--- config.mk ---
export PLATFORM = sky130hd
export DESIGN_NAME = picosoc_mem_arbiter
export DESIGN_NICKNAME = d
export VERILOG_FILES = /design/src/rtl/picosoc_mem_pkg.sv /design/src/rtl/picosoc_rr_arb2.sv /design/src/rtl/picosoc_mem_arbiter.sv
export SDC_FILE = /design/constraint.sdc
export NUM_CORES = 1
export LEC_CHECK = 0
export ABC_AREA = 1
export BUFFER_PORTS_ARGS = -buffer_cell sky130_fd_sc_hd__buf_2
export CAP_MARGIN = 20
export CORE_AREA = 2 2 116 118
export DETAILED_ROUTE_END_ITERATION = 10
export DIE_AREA = 0 0 118 120
export PLACE_DENSITY_LB_ADDON = 0.05
export SLEW_MARGIN = 20
export SYNTH_ARGS = -nofsm -noshare
export SYNTH_HDL_FRONTEND = slang
export SYNTH_HIERARCHICAL = 1
export SYNTH_SLANG_ARGS = --single-unit
--- constraint.sdc ---
create_clock -name clk -period 2.15 [get_ports clk]
set_input_delay 0.43 -clock clk [delete_from_list [all_inputs] [get_ports clk]]
set_output_delay 0.43 -clock clk [all_outputs]
set_load 0.02 [all_outputs]
--- src/rtl/picosoc_mem_pkg.sv ---
// Shared definitions for the picosoc RAM arbiter: FSM encoding, port count
// and the default RAM depth.
package picosoc_mem_pkg;

  typedef enum logic [1:0] {
    IDLE  = 2'd0,
    ISSUE = 2'd1,
    RESP  = 2'd2
  } state_t;

  localparam int NPORTS        = 2;
  localparam int WORDS_DEFAULT = 512;

endpackage

--- src/rtl/picosoc_rr_arb2.sv ---
// Two-requester round-robin grant. The grant is purely combinational from the
// request vector and the remembered last winner; the last winner is updated
// only when the owning transaction is accepted (completes).
module picosoc_rr_arb2
  import picosoc_mem_pkg::*;
(
  input  logic              clk,
  input  logic              rst,
  input  logic [NPORTS-1:0] req,
  input  logic              accept,
  input  logic              accept_id,
  output logic              grant_valid,
  output logic              grant_id
);

  logic last_grant;

  // Pick the single requester, or on a tie the one that did not win last time.
  always_comb begin
    grant_valid = |req;
    grant_id    = 1'b0;
    case (req)
      2'b01:   grant_id = 1'b0;
      2'b10:   grant_id = 1'b1;
      2'b11:   grant_id = ~last_grant;
      default: grant_id = 1'b0;
    endcase
  end

  // Remember the last completed winner; port 1 after reset so port 0 wins the first tie.
  always_ff @(posedge clk) begin
    if (rst) begin
      last_grant <= 1'b1;
    end else if (accept) begin
      last_grant <= accept_id;
    end
  end

endmodule

--- src/rtl/picosoc_mem_arbiter.sv ---
// Shares the single-ported picosoc RAM between two PicoRV32-style masters.
// One request is latched per access; the RAM is driven for one ISSUE cycle and
// the registered read data is returned with a one-cycle ready pulse in RESP.
// Out-of-range accesses complete with err set and never enable a RAM write.
module picosoc_mem_arbiter
  import picosoc_mem_pkg::*;
#(
  parameter int WORDS  = WORDS_DEFAULT,
  parameter int ADDR_W = 22
) (
  input  logic              clk,
  input  logic              rst,
  input  logic              m0_valid,
  input  logic [31:0]       m0_addr,
  input  logic [31:0]       m0_wdata,
  input  logic [3:0]        m0_wstrb,
  output logic              m0_ready,
  output logic [31:0]       m0_rdata,
  output logic              m0_err,
  input  logic              m1_valid,
  input  logic [31:0]       m1_addr,
  input  logic [31:0]       m1_wdata,
  input  logic [3:0]        m1_wstrb,
  output logic              m1_ready,
  output logic [31:0]       m1_rdata,
  output logic              m1_err,
  output logic [3:0]        mem_wen,
  output logic [ADDR_W-1:0] mem_addr,
  output logic [31:0]       mem_wdata,
  input  logic [31:0]       mem_rdata
);

  state_t            state, next_state;
  logic              grant_valid, grant_id, grant;
  logic              port_q, oor_q;
  logic [3:0]        wstrb_q;
  logic [31:0]       sel_addr, sel_wdata;
  logic [3:0]        sel_wstrb;
  logic [ADDR_W-1:0] sel_word;
  logic              sel_oor;
  logic              unused_addr_bits;

  picosoc_rr_arb2 u_rr (
    .clk         (clk),
    .rst         (rst),
    .req         ({m1_valid, m0_valid}),
    .accept      (state == RESP),
    .accept_id   (port_q),
    .grant_valid (grant_valid),
    .grant_id    (grant_id)
  );

  // Select the winning request and classify its address as in or out of range.
  always_comb begin
    sel_addr  = grant_id ? m1_addr  : m0_addr;
    sel_wdata = grant_id ? m1_wdata : m0_wdata;
    sel_wstrb = grant_id ? m1_wstrb : m0_wstrb;
    sel_word  = sel_addr[ADDR_W+1:2];
    sel_oor   = (32'(sel_word) >= 32'(WORDS)) || (|sel_addr[31:ADDR_W+2]);
  end

  // Byte offset within a word has no meaning for a word-wide RAM.
  assign unused_addr_bits = ^sel_addr[1:0];

  // FSM state register.
  always_ff @(posedge clk) begin
    if (rst) begin
      state <= IDLE;
    end else begin
      state <= next_state;
    end
  end

  // Next-state logic and the RESP-cycle completion outputs.
  always_comb begin
    next_state = state;
    grant      = 1'b0;
    m0_ready   = 1'b0;
    m1_ready   = 1'b0;
    m0_rdata   = 32'h0;
    m1_rdata   = 32'h0;
    m0_err     = 1'b0;
    m1_err     = 1'b0;
    case (state)
      IDLE: begin
        if (grant_valid) begin
          grant      = 1'b1;
          next_state = ISSUE;
        end
      end
      ISSUE: next_state = RESP;
      RESP: begin
        next_state = IDLE;
        if (port_q) begin
          m1_ready = 1'b1;
          m1_err   = oor_q;
          m1_rdata = (!oor_q && wstrb_q == 4'b0000) ? mem_rdata : 32'h0;
        end else begin
          m0_ready = 1'b1;
          m0_err   = oor_q;
          m0_rdata = (!oor_q && wstrb_q == 4'b0000) ? mem_rdata : 32'h0;
        end
      end
      default: next_state = IDLE;
    endcase
  end

  // Latch the granted request; RAM controls are registered so they are valid
  // for exactly the ISSUE cycle, with wen cleared again on the following edge.
  always_ff @(posedge clk) begin
    if (rst) begin
      port_q    <= 1'b0;
      oor_q     <= 1'b0;
      wstrb_q   <= 4'b0000;
      mem_wen   <= 4'b0000;
      mem_addr  <= '0;
      mem_wdata <= 32'h0;
    end else begin
      mem_wen <= 4'b0000;
      if (grant) begin
        port_q    <= grant_id;
        oor_q     <= sel_oor;
        wstrb_q   <= sel_wstrb;
        mem_addr  <= sel_word;
        mem_wdata <= sel_wdata;
        mem_wen   <= sel_oor ? 4'b0000 : sel_wstrb;
      end
    end
  end

endmodule
==> flow_results.org <==
** Routing
- Vias after detailed routing :: 4517
- In the final routed layout, each cell accounts on average for 13.1 um.
- Final WL :: 13000 um
- In the routed layout, each cell is associated on average with a via count of 4.54.
- Number of design-rule violations left by the first detailed-router iteration :: 191
- Once detail routing completed, the nets flagged for antenna violations numbered 0.
- First drt pass iteration count :: 4
- DRC violation count after routing :: 0

** Timing
- Setup repair after global routing left no endpoint under its margin.
- Setup total negative slack on the finished layout was measured at 0 ns.
- Static timing analysis puts the maximum clock frequency at 500 MHz.
- Final min period :: 2.00 ns
- Headroom to the max-slew limit came out at 0.659.
- The count of final max-slew check failures came to 0.
- Setup-violating endpoint count in the final report :: 0
- Worst slew pin tran :: 0.512 ns
- On the final layout, the worst clock skew is 0.00392 ns.
- In the finished design, the share of the clock period the worst path needs comes to 0.931.
- Final hold analysis gives a worst-case slack of 0.365 ns.
- The hold violation count in the final report is 0.

** Synthesis
- Biggest area contributors in the synthesized netlist :: sky130_fd_sc_hd__dfxtp_1 (39%), sky130_fd_sc_hd__nand2_1 (17%), sky130_fd_sc_hd__nor2_1 (8.5%), sky130_fd_sc_hd__o21ai_0 (8.0%), sky130_fd_sc_hd__a31oi_1 (7.4%)
- Of the post-synthesis cell area, the dominant cell type holds 0.390.
- Syn Inst Count :: 537
- Count of distinct cell types in the synthesized netlist :: 26
- Cell Area, Synth :: 0.00344 mm^2
- In this run, synthesis produced a sequential element count of 67.
- Mapped Avg Cell Area :: 6.41 um^2
- Syn Nets :: 709
- Of the synthesized area, sequential elements account for 0.390.
- For this run, the number of Yosys warnings is 6.
- Cell type contributing the most total cell area after synthesis :: sky130_fd_sc_hd__dfxtp_1

** Global route
- For this run, the total global-route usage over all layers was measured as 0.179.
- First-pass GRT wire length :: 20500 um
- Maximum number of pins on one net before global-route repair :: 69
- Aggregate global routing overflow :: 0
- Number of antenna violations at the first check in global routing :: 0
- Vias in the first global route :: 4199

** Job
- Max Cap Viol :: 0

** Worst setup path
- Nature of the critical path startpoint :: flip-flop
- Among cell families on the critical path, the largest total delay comes from buffers and inverters.
- CP arrival :: 1.57 ns
- Critical path type :: flip-flop to output pin
- The slowest stage of the critical path belongs to the cell sky130_fd_sc_hd__dfxtp_1.
- Worst path bufs/invs :: 4
- Crit path largest cell delay :: 0.29 ns
- Endpoint kind of the worst setup timing path :: output pin
- Of all nets on the critical path, the largest fanout is 34.
- Data required time of the worst path :: 1.72 ns
- Walking the worst path, the cells encountered are inv_1, nand4_1, buf_4, buf_6, nor3_1, buf_2.

** Placed design
- Routability-driven placement finished with a final weighted congestion of 0.803.
- Detailed placement finished with a half-perimeter wire length of 9650 um.
- Input/output buffers :: 293

** Cells and area
- The area growth from synthesis to layout is 56.7%.
- At the end of the flow, the number of nets in the layout was 988.
- 0 antenna diodes ended up in the layout.
- In the final layout, the share of cells above drive strength 1 is 0.410.
- Util after Layout :: 0.416

** Die
- The floorplan step set the die width to 118 um.
- Number of core rows :: 42
- Measured along the y axis, the die boundary spans 120 um.
- 298 I/O pins were placed.
- The floorplan step defined a die boundary enclosing 0.0142 mm^2.
- The core region is 0.0130 mm^2.
- The initial utilization of the core area, before any placement, comes to 0.265.

** Clocking
- Hold-fix buffers at CTS :: 0
- The clock net in this run drives a total of 67 sinks.
- Latest clock arrival within the worst-skew pair :: 0.33 ns
- Count of H-tree levels built during CTS :: 3
- Root buffer cell :: sky130_fd_sc_hd__clkbuf_16
- After clock tree synthesis, the clock-pin slew on the worst setup and hold paths is 0.05 ns.
- Clock tree from TritonCTS :: done
- Max Buffers Root-to-Sink :: 2
- Total CTS buffers :: 9

** Worst hold path
- Hold Path Class :: primary input to flip-flop

** Power and ir drop
- For this design the ratio of total power to cell area is 722 mW/mm^2.
- Leak :: 0.00295 uW
- IR analysis of the VDD net gives a maximum drop of 0.324 mV.

** Outcome
- The flow ran to the end, and the final reports show no timing, DRC or antenna violations.
==> cell usage after synthesis <==
library cell	n
sky130_fd_sc_hd__nand2_1	153
sky130_fd_sc_hd__nor2_1	78
sky130_fd_sc_hd__dfxtp_1	67
sky130_fd_sc_hd__o21ai_0	55
sky130_fd_sc_hd__a31oi_1	41
sky130_fd_sc_hd__inv_1	39
sky130_fd_sc_hd__nor3_1	35
sky130_fd_sc_hd__clkbuf_1	17
sky130_fd_sc_hd__buf_2	13
sky130_fd_sc_hd__buf_1	7
sky130_fd_sc_hd__a211oi_1	4
sky130_fd_sc_hd__a21oi_1	4
sky130_fd_sc_hd__nand3_1	3
sky130_fd_sc_hd__buf_4	2
sky130_fd_sc_hd__buf_6	2
sky130_fd_sc_hd__nand2_2	2
sky130_fd_sc_hd__nand3b_1	2
sky130_fd_sc_hd__nor2_2	2
sky130_fd_sc_hd__nor3_2	2
sky130_fd_sc_hd__o21a_1	2
sky130_fd_sc_hd__or2_2	2
sky130_fd_sc_hd__a21boi_1	1
sky130_fd_sc_hd__inv_4	1
sky130_fd_sc_hd__nand3_2	1
sky130_fd_sc_hd__nand4_1	1
sky130_fd_sc_hd__or2_1	1
==> path summary, 6_finish.rpt <==
path	start	end	slack, ns	depth (start not counted)
hold reg to reg	state[1]$_SDFFE_PP0P_	state[1]$_SDFFE_PP0P_	0.44	1
hold / removal	m0_wdata[26]	mem_wdata[26]$_SDFFE_PP0P_	0.36	3
setup reg to reg	u_rr/last_grant$_SDFFE_PP1P_	mem_wen[2]$_SDFF_PP0_	0.58	10
setup / recovery	oor_q$_SDFFE_PP0P_	m1_rdata[6]	0.15	6
==> through the flow <==
stage	instance area, um^2	power, uW	worst slack (ns)	std cells
global route	5400	4130	0.00268	996
floorplan	3440	2050	0.0983	537
CTS	5370	3940	0.0479	993
detailed placement	5070	2440	0.316	978
global placement	5070	2430	0.327	978
finish	5400	3900	0.149	996
==> power breakdown <==
part	total, uW	switching, uW	internal, uW
sequential	1440	58.7	1380
clock	1470	519	953
combinational	987	621	366
==> registers in the layout, indices dropped and copies added (netlist names) <==
signal / flops
oor_q: 1
port_q: 1
u_rr/last_grant: 1
mem_wen: 4
mem_wdata: 32
state: 2
mem_addr: 22
wstrb_q: 4
==> tightest hold or removal path: cells and delay by family <==
family,cells,cell delay [ns]
AOI/OAI and AO/OA,1,0.07
buffers and inverters,1,0.09
and+or+nand+nor,1,0.05
==> cells by family (layout without fill, tap and decap cells) <==
logic type / count (synthesis) / count (layout) / synth area share
buffers and inverters: 81 / 364 / 0.100
AND/OR/NAND/NOR: 282 / 282 / 0.335
flip-flops: 67 / 67 / 0.390
AO/OA/AOI/OAI: 107 / 107 / 0.176
==> final cells by class <==
type | count | area [um^2]
multi-input combinational | 389 | 1770
clock buffer | 13 | 260
timing repair inverter | 1 | 7.51
clock inverter | 2 | 35.0
timing repair buffer | 308 | 1610
inverter | 40 | 156
sequential | 67 | 1340
tap | 176 | 220
fill | 1439 | 7580
==> routing by layer <==
metal | up-vias | share of wire | GRT usage
met3 | 16 | 0.077 | 0.0556
met2 | 190 | 0.49 | 0.316
li1 | 2296 | - | -
met5 | - | 0 | 0
met4 | 0 | 0.014 | 0.0595
met1 | 2015 | 0.42 | 0.205
==> timing repair <==
action,in CTS,in global routing
buffers inserted,0,2
resized for setup,2,2
endpoints found under the setup margin,41,63
pin swaps,0,1
cloned,0,1
==> cells in the final DEF (no fill, tap or decap), drive strengths merged <==
cell / instances
nor3: 37
inv: 39
buf: 308
a211oi: 4
a21boi: 1
clkbuf: 13
dfxtp: 67
nand3: 4
nand2: 155
nand3b: 2
bufinv: 1
clkinvlp: 2
a21oi: 4
o21a: 2
nor2: 80
o21ai: 55
or2: 3
a31oi: 41
clkinv: 1
nand4: 1
(Power assumes the default switching activity.)
